===== config.mk =====
export PLATFORM = sky130hd
export DESIGN_NAME = mem_lsu
export DESIGN_NICKNAME = d
export VERILOG_FILES = /design/src/rtl/mem_lsu_pkg.sv /design/src/rtl/mem_align.sv /design/src/rtl/mem_lsu.sv
export SDC_FILE = /design/constraint.sdc
export NUM_CORES = 1
export LEC_CHECK = 0
export CAP_MARGIN = 20
export CORE_MARGIN = 3
export CORE_UTILIZATION = 34
export CTS_BUF_LIST = sky130_fd_sc_hd__clkbuf_4 sky130_fd_sc_hd__clkbuf_8 sky130_fd_sc_hd__clkbuf_16
export CTS_CLUSTER_DIAMETER = 200
export DETAILED_ROUTE_END_ITERATION = 16
export GPL_ROUTABILITY_DRIVEN = 0
export HOLD_SLACK_MARGIN = 0.12
export PLACE_DENSITY = 0.82
export SLEW_MARGIN = 0
export SYNTH_ARGS = -nofsm -noshare
export SYNTH_HDL_FRONTEND = slang
export SYNTH_SLANG_ARGS = --single-unit

===== constraint.sdc =====
create_clock -name clk -period 2.4 [get_ports clk]
set_input_delay 0.48 -clock clk [delete_from_list [all_inputs] [get_ports clk]]
set_output_delay 0.48 -clock clk [all_outputs]
set_load 0.01 [all_outputs]

===== src/rtl/mem_lsu_pkg.sv =====
// Shared definitions for the memory-access stage.
// Holds the aluop encodings for the load/store micro-ops, the word/byte
// constants used by the datapath, and small decode helpers that classify
// an aluop by access size and direction.
package mem_lsu_pkg;

    localparam int          ByteWidth = 8;
    localparam logic [31:0] ZeroWord  = 32'h0000_0000;

    localparam logic [7:0] EXE_NOP_OP = 8'b0000_0000;
    localparam logic [7:0] EXE_LB_OP  = 8'b1110_0000;
    localparam logic [7:0] EXE_LH_OP  = 8'b1110_0001;
    localparam logic [7:0] EXE_LW_OP  = 8'b1110_0011;
    localparam logic [7:0] EXE_LBU_OP = 8'b1110_0100;
    localparam logic [7:0] EXE_LHU_OP = 8'b1110_0101;
    localparam logic [7:0] EXE_SB_OP  = 8'b1110_1000;
    localparam logic [7:0] EXE_SH_OP  = 8'b1110_1001;
    localparam logic [7:0] EXE_SW_OP  = 8'b1110_1011;
    localparam logic [7:0] EXE_LL_OP  = 8'b1111_0000;
    localparam logic [7:0] EXE_SC_OP  = 8'b1111_1000;

    typedef enum logic [1:0] {
        ACC_NONE,
        ACC_BYTE,
        ACC_HALF,
        ACC_WORD
    } acc_size_e;

    function automatic acc_size_e acc_size(input logic [7:0] aluop);
        case (aluop)
            EXE_LB_OP, EXE_LBU_OP, EXE_SB_OP:                    return ACC_BYTE;
            EXE_LH_OP, EXE_LHU_OP, EXE_SH_OP:                    return ACC_HALF;
            EXE_LW_OP, EXE_SW_OP, EXE_LL_OP, EXE_SC_OP:          return ACC_WORD;
            default:                                             return ACC_NONE;
        endcase
    endfunction

    function automatic logic is_load(input logic [7:0] aluop);
        return (aluop == EXE_LB_OP) || (aluop == EXE_LBU_OP) ||
               (aluop == EXE_LH_OP) || (aluop == EXE_LHU_OP) ||
               (aluop == EXE_LW_OP) || (aluop == EXE_LL_OP);
    endfunction

    function automatic logic is_store(input logic [7:0] aluop);
        return (aluop == EXE_SB_OP) || (aluop == EXE_SH_OP) ||
               (aluop == EXE_SW_OP) || (aluop == EXE_SC_OP);
    endfunction

    function automatic logic is_signed_load(input logic [7:0] aluop);
        return (aluop == EXE_LB_OP) || (aluop == EXE_LH_OP);
    endfunction

endpackage


===== src/rtl/mem_align.sv =====
// Combinational byte-lane steering for the memory stage (big-endian lanes:
// sel[3] / bits 31:24 hold byte offset 0).
// Ports:
//   aluop    in  8   operation code
//   offset   in  2   byte offset within the word
//   sdata    in  32  store source value
//   rdata    in  32  RAM read word
//   sel      out 4   byte-lane selects
//   wdata    out 32  lane-replicated store data
//   ldata    out 32  aligned, extended load result
//   misalign out 1   access not naturally aligned for its size
module mem_align
    import mem_lsu_pkg::*;
(
    input  logic [7:0]  aluop,
    input  logic [1:0]  offset,
    input  logic [31:0] sdata,
    input  logic [31:0] rdata,
    output logic [3:0]  sel,
    output logic [31:0] wdata,
    output logic [31:0] ldata,
    output logic        misalign
);

    logic [ByteWidth-1:0] byte_lane;
    logic [15:0]          half_lane;
    logic                 sext;

    // Offset o lives in bits (31-8o):(24-8o); ~offset equals 3-o for 2 bits.
    assign byte_lane = rdata[{~offset, 3'b000} +: ByteWidth];
    assign half_lane = offset[1] ? rdata[15:0] : rdata[31:16];
    assign sext      = is_signed_load(aluop);

    always_comb begin
        sel      = 4'b0000;
        wdata    = ZeroWord;
        ldata    = ZeroWord;
        misalign = 1'b0;
        case (acc_size(aluop))
            ACC_BYTE: begin
                sel   = 4'b1000 >> offset;
                wdata = {4{sdata[7:0]}};
                ldata = {{24{sext & byte_lane[7]}}, byte_lane};
            end
            ACC_HALF: begin
                misalign = offset[0];
                sel      = offset[1] ? 4'b0011 : 4'b1100;
                wdata    = {2{sdata[15:0]}};
                ldata    = {{16{sext & half_lane[15]}}, half_lane};
            end
            ACC_WORD: begin
                misalign = |offset;
                sel      = 4'b1111;
                wdata    = sdata;
                ldata    = rdata;
            end
            default: ;
        endcase
    end

endmodule


===== src/rtl/mem_lsu.sv =====
// MIPS32 memory-access stage: drives the data RAM combinationally from the
// EX/MEM operands, maintains the LL/SC link bit, flags misaligned accesses
// and owns the MEM/WB pipeline register.
// Ports:
//   clk, rst               clock, asynchronous active-high reset
//   stall, flush           hold / clear the MEM/WB register and link bit
//   ex_*                   operands from the EX/MEM boundary
//   ram_ce/we/addr/sel/wdata, ram_rdata   data RAM interface
//   wb_wd/wreg/wdata       registered write-back result
//   llbit                  link bit
//   excp_adel/excp_ades    registered load/store address errors
//   badvaddr               registered faulting address
module mem_lsu
    import mem_lsu_pkg::*;
(
    input  logic        clk,
    input  logic        rst,
    input  logic        stall,
    input  logic        flush,
    input  logic [7:0]  ex_aluop,
    input  logic [31:0] ex_addr,
    input  logic [31:0] ex_sdata,
    input  logic [4:0]  ex_wd,
    input  logic        ex_wreg,
    input  logic [31:0] ex_wdata,
    output logic        ram_ce,
    output logic        ram_we,
    output logic [31:0] ram_addr,
    output logic [3:0]  ram_sel,
    output logic [31:0] ram_wdata,
    input  logic [31:0] ram_rdata,
    output logic [4:0]  wb_wd,
    output logic        wb_wreg,
    output logic [31:0] wb_wdata,
    output logic        llbit,
    output logic        excp_adel,
    output logic        excp_ades,
    output logic [31:0] badvaddr
);

    logic [3:0]  al_sel;
    logic [31:0] al_wdata;
    logic [31:0] al_ldata;
    logic        al_misalign;

    mem_align u_align (
        .aluop    (ex_aluop),
        .offset   (ex_addr[1:0]),
        .sdata    (ex_sdata),
        .rdata    (ram_rdata),
        .sel      (al_sel),
        .wdata    (al_wdata),
        .ldata    (al_ldata),
        .misalign (al_misalign)
    );

    logic op_ld, op_st, op_ll, op_sc, op_mem, sc_ok, access_ok;

    logic [4:0]  wb_wd_q,    wb_wd_d;
    logic        wb_wreg_q,  wb_wreg_d;
    logic [31:0] wb_wdata_q, wb_wdata_d;
    logic        llbit_q,    llbit_d;
    logic        adel_q,     adel_d;
    logic        ades_q,     ades_d;
    logic [31:0] badvaddr_q, badvaddr_d;

    assign op_ld  = is_load(ex_aluop);
    assign op_st  = is_store(ex_aluop);
    assign op_ll  = (ex_aluop == EXE_LL_OP);
    assign op_sc  = (ex_aluop == EXE_SC_OP);
    assign op_mem = op_ld | op_st;

    // A failed SC (link lost) must not touch the RAM at all.
    assign sc_ok     = !op_sc || llbit_q;
    assign access_ok = op_mem && !al_misalign && sc_ok;

    assign ram_ce    = access_ok;
    // Stalled stores are re-presented later, so only the unstalled cycle writes.
    assign ram_we    = access_ok && op_st && !stall;
    assign ram_addr  = {ex_addr[31:2], 2'b00};
    assign ram_sel   = op_mem ? al_sel : 4'b0000;
    assign ram_wdata = op_st ? al_wdata : ZeroWord;

    always_comb begin
        wb_wd_d    = wb_wd_q;
        wb_wreg_d  = wb_wreg_q;
        wb_wdata_d = wb_wdata_q;
        llbit_d    = llbit_q;
        adel_d     = adel_q;
        ades_d     = ades_q;
        badvaddr_d = badvaddr_q;
        if (flush) begin
            wb_wd_d    = 5'd0;
            wb_wreg_d  = 1'b0;
            wb_wdata_d = ZeroWord;
            llbit_d    = 1'b0;
            adel_d     = 1'b0;
            ades_d     = 1'b0;
        end else if (!stall) begin
            wb_wd_d    = ex_wd;
            wb_wreg_d  = ex_wreg;
            wb_wdata_d = ex_wdata;
            adel_d     = 1'b0;
            ades_d     = 1'b0;
            if (op_mem && al_misalign) begin
                // Faulting access: no write-back, link bit untouched.
                wb_wreg_d  = 1'b0;
                wb_wdata_d = ZeroWord;
                adel_d     = op_ld;
                ades_d     = op_st;
                badvaddr_d = ex_addr;
            end else if (op_ld) begin
                wb_wdata_d = al_ldata;
                if (op_ll) begin
                    llbit_d = 1'b1;
                end
            end else if (op_sc) begin
                wb_wdata_d = {31'd0, llbit_q};
                llbit_d    = 1'b0;
            end
        end
    end

    always_ff @(posedge clk or posedge rst) begin
        if (rst) begin
            wb_wd_q    <= 5'd0;
            wb_wreg_q  <= 1'b0;
            wb_wdata_q <= ZeroWord;
            llbit_q    <= 1'b0;
            adel_q     <= 1'b0;
            ades_q     <= 1'b0;
            badvaddr_q <= ZeroWord;
        end else begin
            wb_wd_q    <= wb_wd_d;
            wb_wreg_q  <= wb_wreg_d;
            wb_wdata_q <= wb_wdata_d;
            llbit_q    <= llbit_d;
            adel_q     <= adel_d;
            ades_q     <= ades_d;
            badvaddr_q <= badvaddr_d;
        end
    end

    assign wb_wd     = wb_wd_q;
    assign wb_wreg   = wb_wreg_q;
    assign wb_wdata  = wb_wdata_q;
    assign llbit     = llbit_q;
    assign excp_adel = adel_q;
    assign excp_ades = ades_q;
    assign badvaddr  = badvaddr_q;

endmodule


Word-level counts from Yosys, hierarchy flattened
Cells that the tools add are included.

Shifts and indexed selects: 2. Bitwise gates (word level): 6. Equality and inequality tests: 16. Mux-type cells: 31. Reduce and logical (&&, ||, !) cells: 25.

Operators by type and width (number): 2-to-1 mux 32 bit (6); one-hot mux 32 bit (3 select lines) (2); == test 8 bit, second input constant (10); variable part select 32 x 6 -> 8 bit (1); 2-to-1 mux 16 bit (1); 2-to-1 mux 1 bit (15); one-hot mux 4 bit (3 select lines) (1); logical OR 1 bit (10); 2-to-1 mux 5 bit (2); 2-to-1 mux 4 bit (2); one-hot mux 2 bit (3 select lines) (1); OR reduction 3 bit (2); logical AND 1 bit (5); == test 2 bit, second input constant (2); AND reduction 4 bit (1); OR reduction 4 bit (1); >> shifter 4 x 2 -> 4 bit, first input constant (1); logical NOT 1 bit (3); inequality test 3 x 2 -> 1 bit, second input constant (1); AND reduction 3 bit (1); nonzero test 3 bit (1); AND 1 bit (2); == test 2 x 1 -> 1 bit, second input constant (1); inequality test 2 x 1 -> 1 bit, second input constant (1); other kinds (6) (7).

Bits in registers: 73. Word-level logic and storage cells: 87.

Longest topological paths before layout
Word-level depth: 11. Mapped depth: 8.

Modules after synthesis
From an unflattened synthesis, not the netlist that was laid out.

Cell total of the unflattened synthesis: 536. Area, all modules: 5177.5 um2.

Modules (own cells, without submodules): mem_lsu (seq. area each 1826.8 um2, area each 3947.5 um2, instances 1, cells an instance 368); mem_align (seq. area each 0.0 um2, area each 1229.9 um2, instances 1, cells an instance 168).

Least setup slack after synthesis
Ideal clock, no wire load.

Path type: input port to output port. Start point: input port ex_aluop[1]. End point: output port ram_wdata[29]. Cell stages on the path: 8. Required time: 1.920 ns. Buffers on the path: 3. Slack: -0.029 ns. Data arrival time: 1.949 ns. Cells stage by stage: buf_4 or3b_4 nand2_1 and2_1 buf_2 clkbuf_1 nand2_1 a31oi_1.

Cells in the longest elaborated chain, start to end: 6. Elaborated cells on any way between the ends: 22. Those cells by class: eq/ne (13); mux (3); reduce/logical (6).

RTL lines: start, declared (line mem_lsu.sv:20) `input logic [7:0] ex_aluop,`; == test 8 bit (on tied branches) (line mem_lsu_pkg.sv:30, mem_lsu_pkg.sv:45, mem_lsu_pkg.sv:46); OR reduction 4 bit / OR reduction 3 bit (equally long branches) (line mem_lsu_pkg.sv:30) `case (aluop)`; one-hot mux 2 bit (3 select lines) (line mem_lsu_pkg.sv:30); == test 2 bit / == test 2 x 1 -> 1 bit (equally long branches) (line mem_align.sv:39) `case (acc_size(aluop))`; one-hot mux 32 bit (3 select lines) (line mem_align.sv:39); 2-to-1 mux 32 bit * (line mem_lsu.sv:82) `assign ram_wdata = op_st ? al_wdata : ZeroWord;`; end, declared (line mem_lsu.sv:30) `output logic [31:0] ram_wdata,`.

Mark *: on every way between the ends. The rest lies on a longest branch, timed or not.

Worst setup path after layout
Start point: input port ex_aluop[0]. End point: output port ram_sel[2].

Cells in the longest elaborated chain, start to end: 8. Elaborated cells on any way between the ends: 28. Those cells by class: eq/ne (13); mux (3); bitwise (1); reduce/logical (11).

RTL lines: branches (longest 7 deep; another with == test 8 bit); 2-to-1 mux 4 bit * (line mem_lsu.sv:81) `assign ram_sel = op_mem ? al_sel : 4'b0000;`; end, declared (line mem_lsu.sv:29) `output logic [3:0] ram_sel,`.

Every way passes the cells marked *.

==> impl_metrics.env <==
export IMPL_drive_gt1_share_pct=27.10
export IMPL_synth_distinct_cells=56
export IMPL_fmax_mhz=424.2
export IMPL_diodes=0
export IMPL_portBuffers=286
export IMPL_synthTopCellsByArea="dfrtp_1, mux2_4, buf_4, o31ai_1, nand2_1"
export IMPL_cts_buffers_inserted=9
export IMPL_fp_dieH_um=124.7
export IMPL_core_area_um2=13510
export IMPL_arrival_ns=1.88
export IMPL_cts_sinks=73
export IMPL_netlist_instances=496
export IMPL_setup_viol=0
export IMPL_hpwlAfterDp_um=14820
export IMPL_yosys_top_cells_count="dfrtp_1, nand2_1, a21oi_1, buf_4, nor2_1"
export IMPL_powerDensity_nw_per_um2=474.0
export IMPL_critical_path_class="primary input to output pin"
export IMPL_fp_dieW_um=124.7
export IMPL_drc=0
export IMPL_synth_area_leader_cell="dfrtp_1"
export IMPL_slew_headroom_pct=60.16
export IMPL_gr_total_overflow=0
export IMPL_avgViaCountPerCell=5.384
export IMPL_peakVddDrop_mv=0.3860
export IMPL_syn_area_um2=4787
export IMPL_clk_latency_ns=0.33
export IMPL_h_tree_depth=3
export IMPL_crit_path_end_kind="output pin"
export IMPL_cp_required_ns=1.92
export IMPL_io_pins=289
export IMPL_cts_tree="built"
export IMPL_holdWs_ns=0.4390
export IMPL_fin_util_pct=62.46
export IMPL_initialDrtViolationCount=303
export IMPL_design_power_total_uw=3998
export IMPL_dieArea_um2=15540
export IMPL_grtUsageTotal_pct=24.02
export IMPL_synth_top_area_share_pct=38.16
export IMPL_clockRootBuffer="clkbuf_16"
export IMPL_clockBufferDepth=2
export IMPL_dr_pass1_iters=5
export IMPL_rsz0062_at_grt="yes"
export IMPL_setup_tns_ns=0
export IMPL_status="complete, no violations"
export IMPL_fin_skew_ns=0.00002273
export IMPL_cp_max_fo=8
export IMPL_vias=5298
export IMPL_area_growth_pct=76.22
export IMPL_worstMarginPinSlew_ns=0.5957
export IMPL_min_period_ns=2.357
export IMPL_synth_seq_cells=73
export IMPL_crit_path_start_kind="primary input"
export IMPL_ys_seq_area_share_pct=38.16
export IMPL_hold_path_class="primary input to asynchronous set/reset pin"
export IMPL_leakagePower_uw=0.003766
export IMPL_fin_nets=950
export IMPL_grt_pass1_wl_um=30170
export IMPL_cap_violations=0
export IMPL_maxSlewViolCount=0
export IMPL_yosysMostFrequentCell="dfrtp_1"
export IMPL_postSynth_asyncResetShare_pct=100.0
export IMPL_grt_max_degree=46
export IMPL_synth_edf_count=0
export IMPL_final_antenna_net_count=0
export IMPL_post_route_period_util_pct=98.23
export IMPL_start_util_pct=35.45
export IMPL_routedWlPerCell_um=19.61
export IMPL_hold_viol=0
export IMPL_rows=42
export IMPL_totalWireLength_um=19300
export IMPL_synth_warnings=0
export IMPL_postSynthAreaPerCell_um2=9.651
export IMPL_ys_flop_type="dfrtp_1"
export IMPL_clk_pin_slew_ns=0.06
export IMPL_grt_antenna_before_repair=1
export IMPL_grt_pass1_vias=5580
final timing paths:
check,slack [ns],start,depth (start not counted),to
max,0.04,ex_aluop[0],10,ram_sel[2]
min,0.44,rst,2,badvaddr[29]
max reg2reg,1.51,llbit,3,wb_wdata[0]
min reg2reg,0.48,excp_ades,2,excp_ades
max in group asynchronous,1.39,rst,3,wb_wdata[24]
min in group clk,0.48,excp_ades,2,excp_ades
report_power, final:
group          switching (uW)  leakage (uW)  internal (uW)
Clock                     516      0.000169           1040
Sequential               57.7      0.000980           1330
Combinational             406       0.00262            649
final cells by class:
| class | count | area [um2] |
|---|---|---|
| multi-input combinational | 336 | 2552 |
| inverter | 11 | 41.29 |
| fill | 1048 | 5070 |
| tap | 176 | 220.2 |
| sequential | 73 | 1827 |
| clock inverter | 5 | 103.9 |
| clock buffer | 10 | 239.0 |
| timing repair buffer | 373 | 3452 |
sequential cells by signal, summed over array words and instances, names as in the netlist:
register and flops:
llbit 1, wb_wd 5, wb_wreg 1, badvaddr 32, wb_wdata 32, excp_adel 1, excp_ades 1
per-layer routing:
| layer | wire length, um | global-route usage [%] | vias to the layer above |
|---|---|---|---|
| met5 | 13 | 0 | - |
| met2 | 9884 | 42.75 | 307 |
| met3 | 1595 | 5.232 | 43 |
| met4 | 575 | 8.446 | 2 |
| li1 | - | - | 2397 |
| met1 | 7231 | 28.45 | 2549 |
logic make-up (layout without fill, tap and decap cells):
kind of cell	count (synthesis)	count (layout)	share of synthesized area, %
buffers and inverters	88	399	11.45
flip-flops	73	73	38.16
AND/OR/NAND/NOR	126	126	12.52
other	1	2	0.07834
multiplexers	47	47	15.03
AO/OA/AOI/OAI	161	161	22.77
per-stage QoR:
stage,cells,setup slack [ns],cell area [um2]
finish,984,0.04251,8436
detailed placement,958,-0.8243,8065
floorplan,497,0.03624,4792
CTS,979,0.005096,8313
global route,984,-0.03709,8436
global placement,958,-0.8079,8065
timing repair:
item,4_1_cts,5_1_grt
hold buffers,0,0
pin swaps,8,15
endpoints found under the setup margin,102,36
setup buffers,5,5
gates cloned,1,0
resized for setup,195,32
critical path, cell delays in order:
cell and delay (ns):
buf_8 0.10, buf_6 0.12, and2b_2 0.21, a22oi_2 0.27, nor2_2 0.07, buf_6 0.14
buf_6 0.13, a21oi_4 0.12, o21ai_1 0.08, buf_2 0.15
layout by cell type (no fill, tap or decap), drive strengths merged, types with 3 or more instances in the layout:
cell type and count:
a221oi 7, a22oi 15, buf 129, nor4 3, inv 11, bufinv 3
o21ai 17, mux2 32, dlygate4sd2 3, dfrtp 73, a21oi 45, mux2i 7
clkdlybuf4s50 238, nor3 4, clkbuf 12, nand2 62, o31ai 32, a211oi 26
nor2 35, mux4 8, a22o 8
(Power assumes the default switching activity.)
